**src/rtl/sp_pkg.sv**
```systemverilog
// Shared types and default geometry for the down-growing stack pointer.
// Latency: n/a (declarations only).
// Backpressure: n/a.
//
// sp_op_t is the decoded per-cycle operation. The top decodes it from the
// raw enables, and it is handy when probing the design during debug.
package sp_pkg;

  typedef enum logic [1:0] {
    SP_NOP  = 2'd0,
    SP_PUSH = 2'd1,
    SP_POP  = 2'd2,
    SP_LOAD = 2'd3
  } sp_op_t;

  localparam int          SP_WIDTH      = 12;
  localparam logic [11:0] SP_STACK_TOP  = 12'hFFF;
  localparam logic [11:0] SP_STACK_BASE = 12'hF00;

endpackage

```
**src/rtl/sp_depth_tracker.sv**
```systemverilog
// High-water mark of stack depth: peak <= max(peak, depth) every edge.
// Latency: 1 cycle (registered peak).
// Backpressure: none; samples depth every cycle.
//
// Ports:
//   clock  in   1      rising-edge clock
//   rst    in   1      synchronous active-high reset, clears peak
//   depth  in   WIDTH  depth the pointer will hold after this edge
//   peak   out  WIDTH  largest depth seen since reset
//
// This module is only compiled when SP_WATERMARK_EN is defined, so the
// default build carries no unused module.
`ifdef SP_WATERMARK_EN
module sp_depth_tracker #(
  parameter int WIDTH = 12
) (
  input  logic             clock,
  input  logic             rst,
  input  logic [WIDTH-1:0] depth,
  output logic [WIDTH-1:0] peak
);

  always_ff @(posedge clock) begin
    if (rst) begin
      peak <= '0;
    end else if (depth > peak) begin
      peak <= depth;
    end
  end

endmodule
`endif

```
**src/rtl/stack_pointer_register.sv**
```systemverilog
// Down-growing stack pointer: push decrements, pop increments, load replaces; sticky error flags.
// Latency: 1 cycle; every update is visible on dataOut the cycle after the enable.
// Backpressure: none; illegal requests are dropped and recorded in overflow/underflow.
//
// Ports:
//   clock      in   1      rising-edge clock
//   rst        in   1      synchronous active-high reset (pointer -> STACK_TOP, flags cleared)
//   dataIn     in   WIDTH  pointer value to load
//   writeEn    in   1      load dataIn (takes priority over push/pop)
//   pushEn     in   1      reserve one slot (pointer - 1)
//   popEn      in   1      release one slot (pointer + 1)
//   clrErr     in   1      clear sticky flags (a same-cycle error event still sets its flag)
//   dataOut    out  WIDTH  registered pointer
//   full       out  1      pointer == STACK_BASE
//   empty      out  1      pointer == STACK_TOP
//   overflow   out  1      sticky: push while full, or out-of-range load
//   underflow  out  1      sticky: pop while empty
//   peakDepth  out  WIDTH  high-water depth since reset; tied to 0 unless SP_WATERMARK_EN is defined
module stack_pointer_register
  import sp_pkg::*;
#(
  parameter int             WIDTH      = SP_WIDTH,
  parameter logic [WIDTH-1:0] STACK_TOP  = WIDTH'(SP_STACK_TOP),
  parameter logic [WIDTH-1:0] STACK_BASE = WIDTH'(SP_STACK_BASE)
) (
  input  logic             clock,
  input  logic             rst,
  input  logic [WIDTH-1:0] dataIn,
  input  logic             writeEn,
  input  logic             pushEn,
  input  logic             popEn,
  input  logic             clrErr,
  output logic [WIDTH-1:0] dataOut,
  output logic             full,
  output logic             empty,
  output logic             overflow,
  output logic             underflow,
  output logic [WIDTH-1:0] peakDepth
);

  localparam logic [WIDTH-1:0] SPAN = STACK_TOP - STACK_BASE;

  sp_op_t           op;
  logic [WIDTH-1:0] sp_d;
  logic             load_ok;
  logic             ovf_evt;
  logic             unf_evt;

  assign full  = (dataOut == STACK_BASE);
  assign empty = (dataOut == STACK_TOP);

  // Offset from BASE in modular arithmetic: anything below BASE wraps to a
  // large value, so a single compare against the span covers both bounds.
  assign load_ok = ((dataIn - STACK_BASE) <= SPAN);

  // Push and pop together cancel to a no-op, even at the full/empty limits.
  always_comb begin
    op = SP_NOP;
    if (writeEn) begin
      op = SP_LOAD;
    end else if (pushEn && !popEn) begin
      op = SP_PUSH;
    end else if (popEn && !pushEn) begin
      op = SP_POP;
    end
  end

  always_comb begin
    sp_d    = dataOut;
    ovf_evt = 1'b0;
    unf_evt = 1'b0;
    case (op)
      SP_LOAD: begin
        if (load_ok) sp_d = dataIn;
        else         ovf_evt = 1'b1;
      end
      SP_PUSH: begin
        if (!full) sp_d = dataOut - WIDTH'(1);
        else       ovf_evt = 1'b1;
      end
      SP_POP: begin
        if (!empty) sp_d = dataOut + WIDTH'(1);
        else        unf_evt = 1'b1;
      end
      default: ;
    endcase
  end

  // A same-cycle error event beats clrErr.
  always_ff @(posedge clock) begin
    if (rst) begin
      dataOut   <= STACK_TOP;
      overflow  <= 1'b0;
      underflow <= 1'b0;
    end else begin
      dataOut   <= sp_d;
      overflow  <= (overflow  & ~clrErr) | ovf_evt;
      underflow <= (underflow & ~clrErr) | unf_evt;
    end
  end

`ifdef SP_WATERMARK_EN
  logic [WIDTH-1:0] depth_next;

  // Track the depth the pointer is about to take so peak lines up with dataOut.
  assign depth_next = STACK_TOP - sp_d;

  sp_depth_tracker #(
    .WIDTH (WIDTH)
  ) u_depth_tracker (
    .clock (clock),
    .rst   (rst),
    .depth (depth_next),
    .peak  (peakDepth)
  );
`else
  assign peakDepth = '0;
`endif

endmodule

```
**config.mk**
```make
export PLATFORM = sky130hd
export DESIGN_NAME = stack_pointer_register
export DESIGN_NICKNAME = d
export VERILOG_FILES = /design/src/rtl/sp_pkg.sv /design/src/rtl/sp_depth_tracker.sv /design/src/rtl/stack_pointer_register.sv
export SDC_FILE = /design/constraint.sdc
export NUM_CORES = 1
export LEC_CHECK = 0
export CAP_MARGIN = 20
export CORE_UTILIZATION = 46
export CTS_CLUSTER_DIAMETER = 150
export DETAILED_ROUTE_END_ITERATION = 10
export GPL_TIMING_DRIVEN = 0
export PLACE_DENSITY = 0.8
export SYNTH_ARGS = -nofsm -noshare
export SYNTH_HDL_FRONTEND = slang
export SYNTH_SLANG_ARGS = --single-unit
```
**constraint.sdc**
```tcl
create_clock -name clock -period 3.5 [get_ports clock]
set_input_delay 0.525 -clock clock [delete_from_list [all_inputs] [get_ports clock]]
set_output_delay 0.525 -clock clock [all_outputs]
set_load 0.02 [all_outputs]
```
==> impl_metrics.toml <==
[place]
dp.cells = 251
gp_congestion = 0.8466
dp_hpwl_mm = 2.935
place.port_buffers = 32

[cells_and_area]
antennaDiodeCount = 0
final_nets = 262
final_util_pct = 66.87
fill_cells = 253
syn_to_final_growth_pct = 33.45
drive_gt1_share_pct = 13.27
layoutNonFillerInstCount = 257

[global_route]
gr-total-overflow = 0
antenna_found_initial = 0
grtUsageTotal_pct = 24.24
grt_pass1_vias = 1338
grt_pass1_wl_mm = 6.147
grt_start_max_net_pins = 11

[yosys]
netlist.area_leader.share_pct = 19.77
ys.flop_type = "dfxtp_1"
yosysMostFrequentCell = "ha_1"
synth_common_cells = "ha_1 (15), dfxtp_1 (14), nand2_1 (13)"
synthTopCellsByArea = "dfxtp_1 (20%), ha_1 (13%), mux2i_1 (6.4%)"
syn_area_sq_um = 1418
yosysTopAreaCell = "dfxtp_1"
avgSynthCellArea_sq_um = 8.009
synth_edf_count = 0
yosysWarningCount = 0
syn_inst = 177
async_reset_ff_share_pct = 0
ys_ff_latch = 14
ys_types = 46
synth-seq-area-share_pct = 19.77

[drt]
dr.pass1.iters = 7
drt-wirelength-per-cell_um = 14.99
vias = 1446
antenna_left = 0
drt_iter0_markers = 33
avgViaCountPerCell = 5.626
drc = 4
wl_mm = 3.852

[setup_path]
worstSetupEndpointType = "flip-flop"
crit_fanout = 9
worstPathArrival_ps = 3500
critPathRequiredTime_ps = 3660
critPathKind = "input port to flip-flop"
start_kind = "input port"

[sta]
hold_viol = 0
holdWs_ps = 494.6
worstMarginPinSlew_ps = 606.6
fin_crit_ps = 3341
rsz0062_at_grt = "false"
clock.fmax_mhz = 299.3
drv_slew = 0
setup_violations = 0
finalSetupTns_ps = 0
period_share_pct = 95.45
relSlewSlack_pct = 58.51
skew_ps = 5.060

[cts]
cts_tree = "built"
clkSlewWorstSetupHoldPaths_ps = 90
cts-root-buf = "clkbuf_4"
clockBufferDepth = 2
clk-insertion-delay-late_ps = 270
clock-sinks = 14
htreeDepth = 1
cts_buffers = 3

[worst_hold_path]
hp-class = "flip-flop to flip-flop"

[floorplanning]
core_area_sq_um = 2829
io_pins = 46
die_h_um = 57.52
placementRows = 19
start_util_pct = 50.11
die_w_um = 57.52
die-area_sq_um = 3308

[status]
status = "complete, but fails checks"
violations = "DRC"

[power_and_ir_drop]
worst_ir_drop_vdd_mv = 0.2019
leakagePower_nw = 0.8281
power_density_nw_per_um2 = 389.9

[run]
maxCapViolCount = 0
==> per-stage QoR <==
stage	setup slack [ps]	total power, mW	area, sq um
4_1_cts	39.77	0.7236	1879
6_report	159.1	0.7376	1892
2_1_floorplan	664.4	0.4987	1459
5_1_grt	35.97	0.7852	1892
3_3_place_gp	-266.7	0.6122	1818
3_5_place_dp	-331.6	0.6293	1818
==> final timing paths <==
kind / start / end / slack [ps] / cells after the start
max reg2reg: dataOut[0] / dataOut[6] / 1240 / 7
min reg2reg: underflow / underflow / 490 / 2
max: popEn / dataOut[11] / 160 / 14
min: underflow / underflow / 490 / 2
==> logic make-up (layout without fill, tap and decap cells) <==
logic type	after synthesis	count (layout)	synth area share (%)
compound gates	48	48	22.51
xor+xnor	5	5	3.090
fa+ha+maj	16	16	14.65
buf+inv	29	67	12.09
flops	14	14	19.77
mux	9	9	6.355
other cells	1	12	0.2645
simple gates	55	55	21.27
==> layout make-up <==
| class | count | area [sq um] | area share [%] |
|---|---|---|---|
| Sequential cell | 14 | 280.3 | 14.81 |
| Inverter | 11 | 45.04 | 2.381 |
| Clock buffer | 3 | 22.52 | 1.190 |
| Timing Repair Buffer | 35 | 355.3 | 18.78 |
| Multi-Input combinational cell | 145 | 1020 | 53.90 |
| Buffer | 18 | 130.1 | 6.878 |
| Tap cell | 31 | 38.79 | 2.050 |
==> where the power goes <==
part / leakage [nW] / switching (mW) / internal [mW]
registers: 0.116 / 0.0357 / 0.182
clock network: 0.0138 / 0.0502 / 0.0398
logic: 0.698 / 0.230 / 0.200
==> cells in the final DEF (no fill, tap or decap), drive strengths merged, types with 8 or more instances in the layout <==
master,count
clkdlybuf4s50,32
buf,19
ha,15
dfxtp,14
nand2,13
conb,12
a21oi,11
o21ai,11
inv,10
mux2i,9
nor2,8
o211ai,8
==> critical path, cell delays in order <==
cell	delay [ps]
clkdlybuf4s50_1	470
inv_1	40
a21o_1	190
inv_1	110
ha_2	240
clkinvlp_4	160
buf_12	170
ha_1	330
a21oi_1	230
o22ai_1	150
o21ai_1	280
mux2i_1	290
and4b_1	240
o31ai_2	60
==> flip-flops by register name, summed over array words and instances, names as in the netlist <==
| signal | count |
|---|---|
| dataOut | 12 |
| overflow | 1 |
| underflow | 1 |
==> timing repair <==
item	in CTS	in global routing
buffers inserted	3	0
endpoints found under the setup margin	2	4
resized for setup	1	5
hold buffers	0	0
==> per-layer routing <==
metal | vias up | global-route usage (%) | share of wire [%]
met4 | 0 | 8.362 | 2.1
li1 | 715 | - | -
met2 | 53 | 41.86 | 48
met1 | 670 | 31.43 | 44
met3 | 8 | 2.268 | 5.0
met5 | - | 0 | 0
Power figures use the tool's default switching activity.
